## src/rtl/des_ks_if.sv

```systemverilog
// Bundle of key-schedule request and subkey stream signals between the DES key store and the round engine.
interface des_ks_if #(
    parameter int NUM_KEYS = 3,
    parameter int SEL_W    = 2
);
    logic [64*NUM_KEYS-1:0] key_in;
    logic [SEL_W-1:0]       key_sel;
    logic                   decrypt;
    logic                   start;
    logic                   subkey_ready;
    logic [47:0]            subkey;
    logic                   subkey_valid;
    logic [3:0]             round;
    logic                   busy;
    logic                   done;
    logic                   sel_err;

    modport master (
        output key_in, key_sel, decrypt, start, subkey_ready,
        input  subkey, subkey_valid, round, busy, done, sel_err
    );

    modport slave (
        input  key_in, key_sel, decrypt, start, subkey_ready,
        output subkey, subkey_valid, round, busy, done, sel_err
    );
endinterface

```

## src/rtl/des_key_schedule.sv

```systemverilog
// Sequential DES key schedule: PC-1 of a selected key, then sixteen PC-2 subkeys streamed
// one per handshake in encrypt (K1..K16) or decrypt (K16..K1) order.
module des_key_schedule #(
    parameter int NUM_KEYS = 3,
    parameter int SEL_W    = 2
) (
    input  logic       clk,
    input  logic       rst,
    des_ks_if.slave    ks,
    output logic [1:0] state_o
);
    typedef enum logic [1:0] {
        S_IDLE = 2'd0,
        S_RUN  = 2'd1,
        S_FIN  = 2'd2
    } state_t;

    localparam int PC1 [56] = '{
        57, 49, 41, 33, 25, 17,  9,  1, 58, 50, 42, 34, 26, 18,
        10,  2, 59, 51, 43, 35, 27, 19, 11,  3, 60, 52, 44, 36,
        63, 55, 47, 39, 31, 23, 15,  7, 62, 54, 46, 38, 30, 22,
        14,  6, 61, 53, 45, 37, 29, 21, 13,  5, 28, 20, 12,  4
    };

    localparam int PC2 [48] = '{
        14, 17, 11, 24,  1,  5,  3, 28, 15,  6, 21, 10,
        23, 19, 12,  4, 26,  8, 16,  7, 27, 20, 13,  2,
        41, 52, 31, 37, 47, 55, 30, 40, 51, 45, 33, 48,
        44, 49, 39, 56, 34, 53, 46, 42, 50, 36, 29, 32
    };

    function automatic logic [55:0] pc1(input logic [63:0] k);
        logic [55:0] r;
        r = '0;
        for (int i = 0; i < 56; i++) r[55-i] = k[64-PC1[i]];
        return r;
    endfunction

    function automatic logic [47:0] pc2(input logic [55:0] cd);
        logic [47:0] r;
        r = '0;
        for (int j = 0; j < 48; j++) r[47-j] = cd[56-PC2[j]];
        return r;
    endfunction

    // Encrypt rotates left, decrypt undoes the same schedule by rotating right.
    function automatic logic [55:0] rot_cd(input logic [55:0] cd, input logic dec, input logic one);
        logic [27:0] c;
        logic [27:0] d;
        c = cd[55:28];
        d = cd[27:0];
        if (!dec && one) begin
            c = {c[26:0], c[27]};
            d = {d[26:0], d[27]};
        end else if (!dec) begin
            c = {c[25:0], c[27:26]};
            d = {d[25:0], d[27:26]};
        end else if (one) begin
            c = {c[0], c[27:1]};
            d = {d[0], d[27:1]};
        end else begin
            c = {c[1:0], c[27:2]};
            d = {d[1:0], d[27:2]};
        end
        return {c, d};
    endfunction

    state_t      state_q, state_d;
    logic [55:0] cd_q, cd_d;
    logic        dec_q, dec_d;
    logic [3:0]  round_q, round_d;
    logic [47:0] subkey_q, subkey_d;
    logic        sel_err_q, sel_err_d;

    logic [63:0] sel_key;
    logic [55:0] pc1_out;
    logic [3:0]  nxt_round;
    logic        one_step;
    logic        sel_ok;

    always_ff @(posedge clk) begin
        if (rst) begin
            state_q   <= S_IDLE;
            cd_q      <= '0;
            dec_q     <= 1'b0;
            round_q   <= '0;
            subkey_q  <= '0;
            sel_err_q <= 1'b0;
        end else begin
            state_q   <= state_d;
            cd_q      <= cd_d;
            dec_q     <= dec_d;
            round_q   <= round_d;
            subkey_q  <= subkey_d;
            sel_err_q <= sel_err_d;
        end
    end

    // Handshake: a subkey transfers on a rising edge where subkey_valid and subkey_ready are both high;
    // while ready is low the subkey, round and C/D hold, and valid never drops mid-run.
    always_comb begin
        state_d   = state_q;
        cd_d      = cd_q;
        dec_d     = dec_q;
        round_d   = round_q;
        subkey_d  = subkey_q;
        sel_err_d = 1'b0;
        sel_key   = '0;
        for (int k = 0; k < NUM_KEYS; k++) begin
            if (ks.key_sel == SEL_W'(k)) sel_key = ks.key_in[64*k +: 64];
        end
        sel_ok    = int'(ks.key_sel) < NUM_KEYS;
        pc1_out   = pc1(sel_key);
        nxt_round = round_q + 4'd1;
        one_step  = (nxt_round == 4'd1) || (nxt_round == 4'd8) || (nxt_round == 4'd15);

        case (state_q)
            S_RUN: begin
                if (ks.subkey_ready) begin
                    if (round_q == 4'd15) begin
                        state_d = S_FIN;
                    end else begin
                        cd_d     = rot_cd(cd_q, dec_q, one_step);
                        round_d  = nxt_round;
                        subkey_d = pc2(cd_d);
                    end
                end
            end
            default: begin
                // FIN lasts one cycle and behaves like IDLE for a new start.
                if (state_q == S_FIN) state_d = S_IDLE;
                if (ks.start) begin
                    if (sel_ok) begin
                        state_d  = S_RUN;
                        dec_d    = ks.decrypt;
                        round_d  = '0;
                        cd_d     = ks.decrypt ? pc1_out : rot_cd(pc1_out, 1'b0, 1'b1);
                        subkey_d = pc2(cd_d);
                    end else begin
                        sel_err_d = 1'b1;
                    end
                end
            end
        endcase
    end

    assign ks.subkey       = subkey_q;
    assign ks.subkey_valid = (state_q == S_RUN);
    assign ks.round        = round_q;
    assign ks.busy         = (state_q != S_IDLE);
    assign ks.done         = (state_q == S_FIN);
    assign ks.sel_err      = sel_err_q;
    assign state_o         = state_q;
endmodule

```

## src/flat_wrapper.sv

```systemverilog
// flat-port wrapper written by rule: the top's interface ports become plain ports
module des_key_schedule_flat 
#(
    parameter int NUM_KEYS = 3,
    parameter int SEL_W    = 2
)
  (clk, rst, state_o, ks_key_in, ks_key_sel, ks_decrypt, ks_start, ks_subkey_ready, ks_subkey, ks_subkey_valid, ks_round, ks_busy, ks_done, ks_sel_err);
  des_ks_if #(.NUM_KEYS(NUM_KEYS), .SEL_W(SEL_W)) ks_i ();
  input  logic clk;
  input  logic rst;
  output logic [1:0] state_o;
  input wire logic [$bits(ks_i.key_in)-1:0] ks_key_in;
  input wire logic [$bits(ks_i.key_sel)-1:0] ks_key_sel;
  input wire logic [$bits(ks_i.decrypt)-1:0] ks_decrypt;
  input wire logic [$bits(ks_i.start)-1:0] ks_start;
  input wire logic [$bits(ks_i.subkey_ready)-1:0] ks_subkey_ready;
  output wire logic [$bits(ks_i.subkey)-1:0] ks_subkey;
  output wire logic [$bits(ks_i.subkey_valid)-1:0] ks_subkey_valid;
  output wire logic [$bits(ks_i.round)-1:0] ks_round;
  output wire logic [$bits(ks_i.busy)-1:0] ks_busy;
  output wire logic [$bits(ks_i.done)-1:0] ks_done;
  output wire logic [$bits(ks_i.sel_err)-1:0] ks_sel_err;
  assign ks_i.key_in = ks_key_in;
  assign ks_i.key_sel = ks_key_sel;
  assign ks_i.decrypt = ks_decrypt;
  assign ks_i.start = ks_start;
  assign ks_i.subkey_ready = ks_subkey_ready;
  assign ks_subkey = ks_i.subkey;
  assign ks_subkey_valid = ks_i.subkey_valid;
  assign ks_round = ks_i.round;
  assign ks_busy = ks_i.busy;
  assign ks_done = ks_i.done;
  assign ks_sel_err = ks_i.sel_err;
  des_key_schedule #(.NUM_KEYS(NUM_KEYS), .SEL_W(SEL_W)) u_core (.clk(clk), .rst(rst), .ks(ks_i), .state_o(state_o));
endmodule
```

## config.mk

```make
export PLATFORM = sky130hd
export DESIGN_NAME = des_key_schedule_flat
export DESIGN_NICKNAME = d
export VERILOG_FILES = /design/src/rtl/des_ks_if.sv /design/src/rtl/des_key_schedule.sv /design/src/flat_wrapper.sv
export SDC_FILE = /design/constraint.sdc
export NUM_CORES = 1
export LEC_CHECK = 0
export ABC_CLOCK_PERIOD_IN_PS = 2500
export CAP_MARGIN = 40
export CORE_ASPECT_RATIO = 0.7
export CORE_MARGIN = 8
export CORE_UTILIZATION = 46
export CTS_CLUSTER_DIAMETER = 150
export DETAILED_ROUTE_END_ITERATION = 8
export PLACE_DENSITY = 0.89
export RECOVER_POWER = 50
export SLEW_MARGIN = 20
export SYNTH_ARGS = -nofsm -noshare
export SYNTH_HDL_FRONTEND = slang
export SYNTH_SLANG_ARGS = --single-unit
```

## constraint.sdc

```tcl
create_clock -name clk -period 2.5 [get_ports clk]
set_input_delay 0.75 -clock clk [delete_from_list [all_inputs] [get_ports clk]]
set_output_delay 0.75 -clock clk [all_outputs]
set_load 0.05 [all_outputs]
```

## Yosys cells after proc, flatten, opt, wreduce, memory -nomap -nowiden

Cells that the tools add are included.

| storage, ports and cells | value |
|---|---|
| logic and storage cells | 65 |
| output and inout bits | 58 |
| input port bits | 199 |
| flip-flop bits (word level) | 112 |

| cells by class | value |
|---|---|
| order comparisons | 1 |
| add/sub/neg operators | 1 |
| mux-type cells | 32 |
| equal/unequal tests | 11 |
| reduce and logical (&&, ||, !) cells | 12 |
| bitwise logic cells | 2 |

Operator list:

| cell | count |
|---|---|
| 2-to-1 mux 56 bit | 6 |
| 2-to-1 mux 48 bit | 5 |
| 2-to-1 mux 64 bit | 3 |
| 2-to-1 mux 28 bit | 6 |
| 2-to-1 mux 4 bit | 5 |
| equality test 4 bit (second input constant) | 3 |
| 2-to-1 mux 2 bit | 6 |
| nonzero test 2 bit | 3 |
| adder 4 x 1 -> 4 bit (second input constant) | 1 |
| equality test 2 x 1 -> 1 bit (second input constant) | 2 |
| equality test 2 bit (second input constant) | 2 |
| equality test 4 x 1 -> 1 bit (second input constant) | 1 |
| inequality test 2 bit (second input constant) | 2 |
| AND reduction 4 bit | 1 |
| AND reduction 3 bit | 1 |
| OR reduction 3 bit | 1 |
| logical NOT 2 bit | 1 |
| logical OR 1 bit | 2 |
| less-than comparator 2 bit (second input constant) | 1 |
| inequality test 2 x 1 -> 1 bit (second input constant) | 1 |
| inverter 1 bit | 2 |
| AND reduction 2 bit | 1 |
| logical AND 1 bit | 1 |
| logical NOT 1 bit | 1 |
| 2-to-1 mux 1 bit | 1 |

## Depth between registers and ports, before layout

Gate-level depths: netlist of the first run.

| logic depth | value |
|---|---|
| depth in word-level cells | 10 |
| mapped depth | 10 |
| gate-level depth less buffers | 7 |

## Worst setup path after synthesis of the first run

No wires, ideal clock.

| path | value |
|---|---|
| kind | reg-to-reg |
| start | register u_core.round_q[1] (netlist: u_core.ks.round[1]) |
| end | register u_core.cd_q[6] |
| arrival | 2.315 ns |
| cell stages (with the launch flop) | 11 |
| buffers on the path | 4 |
| library setup time | 0.079 ns |
| data required time | 2.421 ns |
| clock period less this slack | 2.395 ns |
| path slack | 0.105 ns |
| path through | dfxtp_1 ha_1 and3_1 buf_2 or2_1 buf_2 buf_4 buf_4 o21ai_0 a31o_2 a211oi_2 |

| on the way | value |
|---|---|
| longest elaborated chain between the ends | 10 |
| elaborated cells on any way between the ends | 16 |
| classes of those cells | add/sub (1); eq/ne (5); mux (6); reduce/logical (4) |

RTL lines:

| what | RTL line | source |
|---|---|---|
| start, declared | des_key_schedule.sv:71 | `logic [3:0] round_q, round_d;` |
| start signal, assigned | des_key_schedule.sv:93 | `round_q <= round_d;` |
| adder 4 x 1 -> 4 bit | des_key_schedule.sv:114 | `nxt_round = round_q + 4'd1;` |
| equality test 4 x 1 -> 1 bit or equality test 4 bit (tied branches) | des_key_schedule.sv:115 | `one_step = (nxt_round == 4'd1) \|\| (nxt_round == 4'd8) \|\| (nxt_round == 4'd15);` |
| logical OR 1 bit (2 in a row) | des_key_schedule.sv:115 |  |
| 2-to-1 mux 28 bit | des_key_schedule.sv:58 | `end else if (one) begin` |
| 2-to-1 mux 28 bit | des_key_schedule.sv:55 | `end else if (!dec) begin` |
| 2-to-1 mux 28 bit | des_key_schedule.sv:52 | `if (!dec && one) begin` |
| 2-to-1 mux 56 bit | des_key_schedule.sv:120 | `if (round_q == 4'd15) begin` |
| 2-to-1 mux 56 bit | des_key_schedule.sv:119 | `if (ks.subkey_ready) begin` |
| 2-to-1 mux 56 bit | des_key_schedule.sv:117 | `case (state_q)` |
| end signal, assigned | des_key_schedule.sv:84 | `cd_q <= '0;` |
| end signal, assigned | des_key_schedule.sv:91 | `cd_q <= cd_d;` |
| end, declared | des_key_schedule.sv:69 | `logic [55:0] cd_q, cd_d;` |

Several ways; a longest one is shown, not always the timed one. The select of a mux whose other input is x is not followed.
A chain may end at the register's enable or synchronous reset.

## Worst setup path after layout of the first run

| path | value |
|---|---|
| start | input port ks_subkey_ready |
| end | register u_core.cd_q[19] |

| on the way | value |
|---|---|
| longest elaborated chain between the ends | 2 |

RTL lines:

| what | RTL line | source |
|---|---|---|
| start, declared | flat_wrapper.sv:16 | `input wire logic [$bits(ks_i.subkey_ready)-1:0] ks_subkey_ready;` |
| inequality test 2 bit (no source line) | - |  |
| AND reduction 4 bit (no source line) | - |  |

Every way passes these cells.

==> summary.txt, run 1 <==
Run status
  • Result of the run: finished, final reports clean

Synth
  • Synth unique cells: 66
  • Leading cell types by count after synthesis: 83 x sky130_fd_sc_hd__a21oi_1, 79 x sky130_fd_sc_hd__o21ai_0, 73 x sky130_fd_sc_hd__mux2i_1
  • Post-Syn Area: about 7000 um^2
  • Multiplexer fraction of the synthesized cell area: between 10% and 20%
  • Synthesized net count: around 1100
  • Sequential fraction of the synthesis area: a little under a fifth
  • Most instantiated library cell after synthesis: sky130_fd_sc_hd__a21oi_1
  • Synthesized area divided by synthesized cell count: around 7.6 um^2
  • Dominant combinational cell family by area after synthesis: compound AO/OA/AOI/OAI gates
  • Gate count of the mapped netlist: 934
  • Yosys reg bits: 64
  • Yosys top cell by area: sky130_fd_sc_hd__dfxtp_1
  • Synthesis warning total: 0
  • Synth Flop Type: sky130_fd_sc_hd__dfxtp_1
  • Post-synthesis simple-gate area fraction: approximately 18%
  • Asr flop ratio synth: 0%
  • Post-synthesis share of cell area spent on xor and xnor gates: 0%
  • Number of flops mapped to enable cells by yosys: 0
  • Post-synthesis share of cell area spent on full adders, half adders and majority gates: 0.5312%
  • Area fraction of the dominant cell type after synthesis: a little under a fifth
  • Main area contributors after synthesis: sky130_fd_sc_hd__dfxtp_1 18%, sky130_fd_sc_hd__mux2i_1 10%, sky130_fd_sc_hd__buf_4 6.1%, sky130_fd_sc_hd__a21oi_1 5.9%, sky130_fd_sc_hd__o21ai_0 5.6%
  • Synth Area in Compound Gates: around 37%

Worst hold path
  • Worst Hold Endpoint: u_core.cd_q[32]$_SDFFE_PP0P_
  • Hold path startpoint: u_core.cd_q[34]$_SDFFE_PP0P_
  • Hold Crit Class: reg -> reg
  • Hold Crit Depth: 2

Routing
  • Vias per cell: ~6.7
  • Per-cell routed wire length: between 20 and 25 um
  • DRC viols: 0
  • Final wirelength: between 20 and 30 mm
  • Remaining number of nets flagged by the antenna check after routing: 0
  • Vias after detailed routing: just under 9000
  • Detailed-routing iteration count for the pre-antenna-repair pass: 6
  • DRC marker count from the first detailed-route iteration: between 1000 and 1500

Final layout
  • Relative area change from synthesis to final layout: 35.94%
  • Share of cells above drive strength 1: 12.57%
  • Fill cell total of the finished layout: 1308
  • Utilization after layout: a little over three fifths
  • N_diodes: 0
  • Final net count: roughly 1300

Global route
  • Via count of the first global-routing pass: roughly 8300
  • Remaining Overflow, GRT: 0
  • Largest net degree at the start of global routing: between 40 and 50
  • Global-route wire length before repair: between 40 and 50 mm
  • Total routing usage reported by global routing: just under 30%
  • Antenna violations before repair: 0

Timing
  • Final hold violations: 0
  • Worst clock skew: approximately 0.01 ns
  • Final period demand of the worst path: 2.452 ns
  • Number of failing setup endpoints in the final timing report: 0
  • Final cycle utilization of the critical path: 98.07%
  • Highest Clock Rate: 407.9 MHz
  • Max-slew headroom: 55.35%
  • Transition time at the pin with the least slew margin: 0.6727 ns
  • Setup repair after global routing missed its margin: false
  • Min setup slack post-route: just under 0.05 ns
  • Pins over their slew limit: 0

Setup path
  • Ordered cell list for the critical path: clkdlybuf4s50_1 > nand3b_1 > clkbuf_1 > nor2_1 > buf_2 > a21oi_1 > o21ai_0 > nor4b_1
  • Crit path max fanout: 15
  • CP max stage delay: 0.49 ns
  • Crit Path Class: in -> reg
  • Logic depth of the worst register-to-register path: 7
  • Register-to-Register Setup Slack: roughly 0.10 ns
  • Worst Path Required: between 2 and 3 ns
  • Slowest-stage cell, CP: sky130_fd_sc_hd__clkdlybuf4s50_1
  • Reg2reg start: u_core.ks.round[0]$_SDFFE_PP0P_
  • Sort of element at the start of the critical path: input pin
  • Worst setup EP type: flip-flop
  • Endpoint of the worst register-to-register path: u_core.cd_q[39]$_SDFFE_PP0P_
  • Worst endpoint data arrival time: approximately 2.7 ns

Clocking
  • Cell chosen for the clock root: sky130_fd_sc_hd__clkbuf_16
  • Clock transition at the register clock pins on the worst setup and hold paths after CTS: 0.06 ns
  • Number of buffers between clock root and the deepest sink: 2
  • Num Clock Sinks: 64
  • # resized after CTS: 0
  • Setup Fix Bufs, Post-CTS: 0
  • Hold-fix buffers, CTS: 0
  • Clk Latency, worst-skew pair: between 0.3 and 0.4 ns
  • Num CTS Buffers: 9
  • # H-tree levels: 3
  • CTS tree: done

Place
  • Placed wire-length estimate: between 20 and 25 mm
  • Port Buffer Count: 232
  • Placer's final routability congestion estimate: a little over 1
  • Minimum setup slack after placement: -0.1600 ns

Floorplan
  • IO Count: 257
  • Overall die area: between 15000 and 20000 um^2
  • Horizontal die dimension: 164.1 um
  • Area of the core: 15260 um^2
  • Initial core utilization: between 40 and 50%
  • Std cell rows: 38
  • Overall die height: about 120 um

Power and ir drop
  • VDD IR-drop max: around 0.36 mV
  • Static Leak: ~0.0037 uW
  • Power per cell area: roughly 460 nW/um^2

Run
  • Max-cap violations: 0
[state kept, by name, indices dropped and copies added, names as in the netlist]
register	flops
u_core.cd_q	55
u_core.dec_q	1
u_core.ks.round	4
u_core.ks.sel_err	1
u_core.ks.subkey	1
u_core.state_o	2
[where the power goes]
group          total, uW  internal, uW  leakage (uW)  switching [uW]
Clock               1310           798      0.000145             515
Sequential          1270          1110      0.000525             155
Combinational       1820           788       0.00302            1030
Total               4400          2700       0.00369            1700
[critical path: cells and delay by family]
family	cells	cell delay, ns
AOI/OAI and AO/OA	2	0.15
buffers and inverters	3	1.08
and+or+nand+nor	3	0.71
[layout make-up]
cell class	count	area, um^2	share of cell area (%)
Sequential cell	64	1281	13.34
Clock buffer	11	242.7	2.527
Inverter	20	75.07	0.7815
Clock inverter	5	56.30	0.5861
Multi-Input combinational cell	701	4867	50.66
Tap cell	200	250.2	2.605
Timing Repair Buffer	313	2834	29.50
[cell families (layout without fill, tap and decap cells)]
family | Yosys count | after routing
muxes | 93 | 93
AOI/OAI and AO/OA | 386 | 386
buffers and inverters | 169 | 349
DFF | 64 | 64
adders and majority gates | 3 | 3
and+or+nand+nor | 219 | 219
[per-stage QoR]
stage	hold slack, ns	area (um^2)	setup TNS (ns)	cells	power, uW
after floorplan	0.4799	7067	0	934	2412
after global placement	0.5150	9458	-0.9802	1298	3068
after detailed placement	0.5273	9458	-2.419	1298	3106
after CTS	0.5353	9757	0	1314	4394
after global routing	0.5679	9607	0	1314	4554
final	0.5432	9607	0	1314	4399
[placed cells by master, fill, tap and decap left out, types with 3 or more instances in the layout]
master / instances
sky130_fd_sc_hd__inv_1: 18
sky130_fd_sc_hd__a311oi_1: 3
sky130_fd_sc_hd__a21boi_0: 4
sky130_fd_sc_hd__nor4_1: 3
sky130_fd_sc_hd__o21ai_0: 79
sky130_fd_sc_hd__nand3b_1: 4
sky130_fd_sc_hd__a2bb2oi_1: 4
sky130_fd_sc_hd__nand2_1: 23
sky130_fd_sc_hd__dlygate4sd3_1: 7
sky130_fd_sc_hd__nand4_1: 14
sky130_fd_sc_hd__buf_4: 65
sky130_fd_sc_hd__a31oi_1: 18
sky130_fd_sc_hd__a211oi_1: 36
sky130_fd_sc_hd__a41o_1: 3
sky130_fd_sc_hd__a31o_2: 4
sky130_fd_sc_hd__dfxtp_1: 64
sky130_fd_sc_hd__and3_1: 51
sky130_fd_sc_hd__a21o_1: 5
sky130_fd_sc_hd__clkdlybuf4s50_1: 192
sky130_fd_sc_hd__nor3_1: 3
sky130_fd_sc_hd__and4_1: 5
sky130_fd_sc_hd__a21oi_1: 83
sky130_fd_sc_hd__clkbuf_16: 9
sky130_fd_sc_hd__a221oi_1: 18
sky130_fd_sc_hd__mux2_2: 20
sky130_fd_sc_hd__o21ai_1: 17
sky130_fd_sc_hd__o2bb2ai_1: 44
sky130_fd_sc_hd__nor3b_1: 3
sky130_fd_sc_hd__clkbuf_2: 3
sky130_fd_sc_hd__buf_12: 10
sky130_fd_sc_hd__ha_1: 3
sky130_fd_sc_hd__nand2b_1: 14
sky130_fd_sc_hd__nor2_1: 29
sky130_fd_sc_hd__nand3_1: 54
sky130_fd_sc_hd__o211ai_1: 7
sky130_fd_sc_hd__clkbuf_1: 34
sky130_fd_sc_hd__buf_2: 3
sky130_fd_sc_hd__a2111oi_0: 4
sky130_fd_sc_hd__mux2i_1: 73
sky130_fd_sc_hd__o221ai_1: 37
[worst max-delay path by stage]
stage,startpoint,to,slack (ns),cells past startpoint
after floorplan,u_core.ks.round[1]$_SDFFE_PP0P_,u_core.cd_q[6]$_SDFFE_PP0P_,0.11,10
after global placement,ks_subkey_ready,u_core.cd_q[46]$_SDFFE_PP0P_,-0.09,6
after detailed placement,ks_subkey_ready,u_core.cd_q[46]$_SDFFE_PP0P_,-0.16,6
after CTS,u_core.cd_q[33]$_SDFFE_PP0P_,ks_subkey[35],0.01,1
after global routing,ks_subkey_ready,u_core.cd_q[19]$_SDFFE_PP0P_,0.006,8
final,ks_subkey_ready,u_core.cd_q[19]$_SDFFE_PP0P_,0.05,8
[per-layer routing]
layer  wire length (um)  global-route usage, %  up-vias
met5                  0                      0        -
li1                   -                      -     3956
met4               1353                  12.40        0
met3               4008                  7.869      132
met2              13430                  46.10      678
met1              11160                  35.93     4037
Power figures use the tool's default switching activity.
==> inputs of run 2 (changes only) <==
--- a/config.mk
+++ b/config.mk
@@ -5,16 +5,17 @@
 export SDC_FILE = /design/constraint.sdc
 export NUM_CORES = 1
 export LEC_CHECK = 0
-export ABC_CLOCK_PERIOD_IN_PS = 2500
+export ABC_CLOCK_PERIOD_IN_PS = 2250
 export CAP_MARGIN = 40
 export CORE_ASPECT_RATIO = 0.7
 export CORE_MARGIN = 8
-export CORE_UTILIZATION = 46
+export CORE_UTILIZATION = 42
 export CTS_CLUSTER_DIAMETER = 150
 export DETAILED_ROUTE_END_ITERATION = 8
-export PLACE_DENSITY = 0.89
+export PLACE_DENSITY = 0.86
 export RECOVER_POWER = 50
 export SLEW_MARGIN = 20
 export SYNTH_ARGS = -nofsm -noshare
 export SYNTH_HDL_FRONTEND = slang
 export SYNTH_SLANG_ARGS = --single-unit
+export TNS_END_PERCENT = 5
==> constraint.sdc (replaced) <==
create_clock -name clk -period 2.25 [get_ports clk]
set_input_delay 0.675 -clock clk [delete_from_list [all_inputs] [get_ports clk]]
set_output_delay 0.675 -clock clk [all_outputs]
set_load 0.05 [all_outputs]
==> run 2 against run 1 <==
Worst hold slack better by 0.0049 ns; total power rose by 15%; first-iteration DRC count increased by 6.1%; critical path type is now reg -> reg; core utilization fell by 1.2 points; cell area increased by 5.5%; non-clock buffer count rose by 35; sequential cell count unchanged; final cell count grew 4.6%.
==> summary.txt, run 2 (synthesized netlist as in run 1, its figures left out) <==
Setup path
  • Worst Path Required: between 2 and 2.5 ns
  • Reg2reg start: u_core.ks.round[0]$_SDFFE_PP0P_
  • CP max stage delay: between 0.4 and 0.5 ns
  • Worst endpoint data arrival time: between 2 and 2.5 ns
  • Register-to-Register Setup Slack: approximately 0.0012 ns
  • Crit Path Class: reg -> reg
  • Sort of element at the start of the critical path: flip-flop
  • Critical path's top delay family: simple AND/OR/NAND/NOR gates
  • Slowest-stage cell, CP: sky130_fd_sc_hd__or4b_4
  • Endpoint of the worst register-to-register path: u_core.cd_q[12]$_SDFFE_PP0P_
  • Ordered cell list for the critical path: ha_2 > or4b_4 > and3_4 > buf_12 > buf_4 > nor3_4 > a2111oi_2 > nor4b_2
  • Logic depth of the worst register-to-register path: 8
  • Number of buffer and inverter instances along the worst setup path: 2
  • Worst setup EP type: flip-flop
  • Crit path max fanout: 22

Power and ir drop
  • Net switching power of the design: slightly below 2000 uW
  • Power per cell area: 497.5 nW/um^2
  • VDD IR-drop max: 0.4480 mV
  • Comb pwr share: between 40% and 50%
  • Static Leak: ~0.0040 uW
  • Power share of the clock group: ~29%
  • Internal power component: 3113 uW
  • Switch share: 38.25%
  • Part of the power in registers: 28.2%

Final layout
  • Relative area change from synthesis to final layout: 43.36%
  • Final Cell Area: around 10000 um^2
  • Most frequent standard cell in the layout excluding fill and tap cells: sky130_fd_sc_hd__clkdlybuf4s50_1
  • Number of standard cells in the final layout excluding fillers: 1374
  • Flip-flop count of the largest register, all copies and words added: 55
  • N_diodes: 0
  • Commonest non-fill, non-tap cells in the layout: 173 x sky130_fd_sc_hd__clkdlybuf4s50_1, 126 x sky130_fd_sc_hd__buf_4, 83 x sky130_fd_sc_hd__a21oi_1
  • Final net count: ~1300
  • Share of cells above drive strength 1: approximately a fifth
  • Most flop-heavy register: u_core.cd_q

Routing
  • Detailed-routing iteration count for the pre-antenna-repair pass: 8
  • Per-cell routed wire length: around 23 um
  • Vias after detailed routing: 9003
  • Vias per cell: between 6 and 7
  • Remaining number of nets flagged by the antenna check after routing: 0
  • DRC viols: 0
  • DRC marker count from the first detailed-route iteration: 1298
  • Final wirelength: about 32 mm

Place
  • Standard cell area after detailed placement: roughly 10000 um^2
  • Placed wire-length estimate: about 24 mm
  • Port Buffer Count: approximately 230
  • Placer's final routability congestion estimate: between 1 and 1.5
  • Number of instances in the placed design: 1356

Global route
  • Antenna violations before repair: 0
  • Via count of the first global-routing pass: between 8000 and 9000
  • Total routing usage reported by global routing: between 20 and 30%
  • Global-route wire length before repair: approximately 48 mm
  • Largest net degree at the start of global routing: 34
  • Remaining Overflow, GRT: 0

Timing
  • Final cycle utilization of the critical path: 99.95%
  • Setup TNS: 0 ns
  • Number of failing setup endpoints in the final timing report: 0
  • Final period demand of the worst path: between 2 and 2.5 ns
  • WHS: between 0.5 and 0.6 ns
  • Setup repair after global routing missed its margin: true
  • Worst clock skew: 0.006556 ns
  • Highest Clock Rate: 444.7 MHz
  • Pins over their slew limit: 0
  • Transition time at the pin with the least slew margin: 0.6873 ns
  • Max-slew headroom: a little over half
  • Final hold violations: 0

Floorplan
  • IO Count: 257
  • Horizontal die dimension: between 150 and 200 um
  • Overall die height: approximately 120 um
  • Initial core utilization: 43.10%
  • Std cell rows: 39
  • Overall die area: between 20000 and 25000 um^2
  • Area of the core: ~16000 um^2

Clocking
  • Clk Latency, worst-skew pair: roughly 0.34 ns
  • Cell chosen for the clock root: sky130_fd_sc_hd__clkbuf_16
  • Num Clock Sinks: 64
  • # H-tree levels: 3
  • Num CTS Buffers: 9
  • Clock transition at the register clock pins on the worst setup and hold paths after CTS: 0.06 ns
  • Number of buffers between clock root and the deepest sink: 2
  • CTS tree: done
  • Hold-fix buffers, CTS: 0

Worst hold path
  • Hold Crit Depth: 2
  • Hold path startpoint: u_core.ks.round[0]$_SDFFE_PP0P_
  • Hold Crit Class: reg -> reg
  • Worst Hold Endpoint: u_core.ks.round[0]$_SDFFE_PP0P_

Run
  • Max-cap violations: 0

Run status
  • Result of the run: finished, final reports clean
run 2: layer usage:
layer  track usage, %  share of wire, %  vias to the layer above
li1                 -                 -                     4029
met1            35.35                38                     4165
met2            44.34                45                      701
met3            7.568                13                      108
met4            11.32               4.0                        0
met5                0                 0                        -
run 2: power by group through the flow:
stage	sequential [uW]	clock, uW	combinational (uW)
6_report	1420	1470	2150
5_1_grt	1430	1510	2270
4_1_cts	1410	1460	2120
3_5_place_dp	1430	0	2090
3_3_place_gp	1430	0	2060
2_1_floorplan	1370	0	1310
run 2: repair_timing:
action / 4_1_cts / 5_1_grt
gates cloned: 1 / 0
gates resized for setup: 7 / 29
setup endpoints to repair: 13 / 50
buffers inserted: 0 / 1
pin swaps: 1 / 14
run 2: final cells by class:
class,instances,area (um^2)
clock buffers,13,260.3
clock inverters,3,40.04
fillers,1420,6265
inverters,20,77.57
multi-input cells,701,4932
flip-flops and latches,64,1284
well taps,225,281.5
repair buffers,348,3256
run 2: worst max-delay path by stage:
| stage | cells past startpoint | end | from |
|---|---|---|---|
| 2_1_floorplan | 9 | u_core.cd_q[46]$_SDFFE_PP0P_ | u_core.ks.round[0]$_SDFFE_PP0P_ |
| 3_3_place_gp | 6 | u_core.cd_q[46]$_SDFFE_PP0P_ | ks_subkey_ready |
| 3_5_place_dp | 6 | u_core.cd_q[46]$_SDFFE_PP0P_ | ks_subkey_ready |
| 4_1_cts | 8 | u_core.cd_q[12]$_SDFFE_PP0P_ | u_core.ks.round[0]$_SDFFE_PP0P_ |
| 5_1_grt | 9 | u_core.cd_q[47]$_SDFFE_PP0P_ | u_core.ks.round[1]$_SDFFE_PP0P_ |
| 6_report | 8 | u_core.cd_q[12]$_SDFFE_PP0P_ | u_core.ks.round[0]$_SDFFE_PP0P_ |
run 2: worst min-delay path, delay by kind of cell (launching register included):
family / cells / cell delay, ns
and+or+nand+nor: 1 / 0.05
DFF: 1 / 0.34
AOI/OAI and AO/OA: 1 / 0.12
run 2: metrics by stage:
step           util, %  total power (uW)  setup WS (ns)
2_1_floorplan        -              2680        0.02378
5_1_grt          61.79              5216       -0.05510
3_3_place_gp     59.66              3484        -0.2303
4_1_cts          61.79              4984       0.005821
3_5_place_dp     59.66              3521        -0.2678
6_report         61.79              5040       0.001176
==> inputs of run 3 (changes only) <==
--- a/config.mk
+++ b/config.mk
@@ -12,6 +12,7 @@
 export CORE_UTILIZATION = 42
 export CTS_CLUSTER_DIAMETER = 150
 export DETAILED_ROUTE_END_ITERATION = 8
+export GPL_ROUTABILITY_DRIVEN = 0
 export PLACE_DENSITY = 0.86
 export RECOVER_POWER = 50
 export SLEW_MARGIN = 20
==> run 3 against run 2 <==
The run now ends with negative setup slack left; die area unchanged; routed wire length about the same; clock-buffer cell count down 1; worst setup slack worse by 0.050 ns; worst hold slack better by 0.0084 ns; first-iteration DRC count down 8.8%; clock power up 7%; critical path type unchanged; highest routed layer unchanged.
==> summary.txt, run 3 (synthesized netlist as in run 1, its figures left out) <==
Clocking
  • Clk Latency, worst-skew pair: around 0.35 ns
  • Num Clock Sinks: 64
  • Number of buffers between clock root and the deepest sink: 2
  • CTS tree: done
  • Clock transition at the register clock pins on the worst setup and hold paths after CTS: around 0.06 ns
  • Cell chosen for the clock root: sky130_fd_sc_hd__clkbuf_16
  • # H-tree levels: 3
  • Num CTS Buffers: 9
  • Hold-fix buffers, CTS: 0

Timing
  • Setup repair after global routing missed its margin: true
  • Final period demand of the worst path: 2.299 ns
  • Highest Clock Rate: about 430 MHz
  • Pins over their slew limit: 0
  • Transition time at the pin with the least slew margin: a little over 0.7 ns
  • Max-slew headroom: 52.72%
  • Min setup slack post-route: -0.04888 ns
  • WHS: between 0.5 and 0.6 ns
  • Final cycle utilization of the critical path: 102.2%
  • Worst clock skew: 0.01051 ns
  • Setup TNS: -0.07066 ns
  • Number of failing setup endpoints in the final timing report: 4
  • Final hold violations: 0

Power and ir drop
  • Internal power component: ~3100 uW
  • Part of the power in registers: between 20 and 30%
  • Comb pwr share: 40.7%
  • Static Leak: 0.003832 uW
  • Power share of the clock group: 31.2%
  • VDD IR-drop max: between 0.4 and 0.5 mV
  • Power per cell area: between 500 and 600 nW/um^2
  • Switch share: 37.93%
  • Net switching power of the design: roughly 1900 uW

Floorplan
  • IO Count: between 200 and 300
  • Initial core utilization: a little over two fifths
  • Area of the core: between 15000 and 20000 um^2
  • Std cell rows: 39
  • Horizontal die dimension: roughly 170 um
  • Overall die height: around 120 um
  • Overall die area: about 21000 um^2

Global route
  • Global-route wire length before repair: approximately 48 mm
  • Total routing usage reported by global routing: roughly 28%
  • Largest net degree at the start of global routing: 52
  • Via count of the first global-routing pass: 8622
  • Antenna violations before repair: 0
  • Remaining Overflow, GRT: 0

Setup path
  • Worst endpoint data arrival time: ~2.5 ns
  • Critical path's top delay family: compound AO/OA/AOI/OAI gates
  • Slowest-stage cell, CP: sky130_fd_sc_hd__dfxtp_2
  • Crit path max fanout: 14
  • CP max stage delay: roughly 0.35 ns
  • Register-to-Register Setup Slack: -0.05 ns
  • Worst setup EP type: flip-flop
  • Sort of element at the start of the critical path: flip-flop
  • Worst Path Required: 2.48 ns
  • Crit Path Class: reg -> reg
  • Number of buffer and inverter instances along the worst setup path: 3
  • Ordered cell list for the critical path: inv_1 > ha_1 > a21boi_1 > o21a_4 > buf_12 > nor2_4 > buf_4 > o2111a_1 > nor4_1

Final layout
  • Most frequent standard cell in the layout excluding fill and tap cells: sky130_fd_sc_hd__clkdlybuf4s50_1
  • Commonest non-fill, non-tap cells in the layout: 172 x sky130_fd_sc_hd__clkdlybuf4s50_1, 102 x sky130_fd_sc_hd__buf_4, 83 x sky130_fd_sc_hd__a21oi_1
  • Share of cells above drive strength 1: around 17%
  • Utilization after layout: 60.14%
  • Most flop-heavy register: u_core.cd_q
  • Relative area change from synthesis to final layout: 39.54%
  • Flip-flop count of the largest register, all copies and words added: 55
  • Final Cell Area: 9861 um^2
  • Final net count: approximately 1300

Place
  • Port Buffer Count: around 230
  • Placed wire-length estimate: between 20 and 25 mm
  • Minimum setup slack after placement: -0.3068 ns
  • Standard cell area after detailed placement: 9634 um^2

Routing
  • Per-cell routed wire length: 23.20 um
  • Vias per cell: about 6.5
  • DRC viols: 0
  • DRC marker count from the first detailed-route iteration: between 1000 and 1500
  • Remaining number of nets flagged by the antenna check after routing: 0
  • Vias after detailed routing: 8914
  • Final wirelength: ~32 mm
  • Detailed-routing iteration count for the pre-antenna-repair pass: 9

Run status
  • Result of the run: complete, but fails checks
  • Violations in the final reports: negative setup slack

Worst hold path
  • Hold Crit Class: reg -> reg

Run
  • Max-cap violations: 0
[run 3: cell count changes in the layout (fill, tap and decap cells not counted), sizes merged]
cell / change
buf: -35
bufbuf: -1
bufinv: +1
clkbuf: +28
clkdlybuf4s50: -1
clkinv: -1
diode: +1
dlygate4sd3: +1
nor2: +1
[run 3: what timing repair did]
action                                  CTS  global route
pin swaps                                 2             9
buffers inserted                          0             2
endpoints found under the setup margin   24            44
gates resized for setup                   5             9
cloned                                    1             1
[run 3: worst register-to-register path: stages, from the launching register on]
cell and delay, ns:
sky130_fd_sc_hd__dfxtp_2 0.35, sky130_fd_sc_hd__inv_1 0.07, sky130_fd_sc_hd__ha_1 0.21, sky130_fd_sc_hd__a21boi_1 0.27, sky130_fd_sc_hd__o21a_4 0.33, sky130_fd_sc_hd__buf_12 0.19
sky130_fd_sc_hd__nor2_4 0.04, sky130_fd_sc_hd__buf_4 0.16, sky130_fd_sc_hd__o2111a_1 0.23, sky130_fd_sc_hd__nor4_1 0.33
[run 3: power groups by stage]
stage          sequential [uW]  combinational (uW)  clock [uW]
4_1_cts                   1410                2060        1570
6_report                  1420                2060        1580
3_5_place_dp              1430                2050           0
5_1_grt                   1430                2180        1620
3_3_place_gp              1420                2010           0
2_1_floorplan             1370                1310           0
[run 3: path summary, 6_finish.rpt]
kind,startpoint,to,cells past startpoint
max,u_core.ks.round[0]$_SDFFE_PP0P_,u_core.cd_q[11]$_SDFFE_PP0P_,9
min,u_core.ks.round[1]$_SDFFE_PP0P_,u_core.ks.round[1]$_SDFFE_PP0P_,2
max reg2reg,u_core.ks.round[0]$_SDFFE_PP0P_,u_core.cd_q[11]$_SDFFE_PP0P_,9
min reg2reg,u_core.ks.round[1]$_SDFFE_PP0P_,u_core.ks.round[1]$_SDFFE_PP0P_,2
[run 3: cell type report]
class / instances / area, um^2
Antenna cell: 1 / 2.502
Fill cell: 1454 / 6535
Clock buffer: 12 / 256.5
Tap cell: 225 / 281.5
Clock inverter: 3 / 65.06
Inverter: 20 / 75.07
Sequential cell: 64 / 1284
Timing Repair Buffer: 341 / 2992
Multi-Input combinational cell: 702 / 4905
[run 3: through the flow]
stage,cells,power (uW)
6_report,1368,5062
5_1_grt,1367,5233
3_3_place_gp,1348,3432
4_1_cts,1364,5039
3_5_place_dp,1348,3476
2_1_floorplan,934,2680
[run 3: metal layers]
metal / routed length, um / global-route usage (%) / vias to the layer above
met5: 0 / 0 / -
met4: 1600 / 12.85 / 0
met3: 4142 / 8.898 / 168
met2: 14100 / 44.45 / 727
met1: 11900 / 33.70 / 4003
li1: - / - / 4016
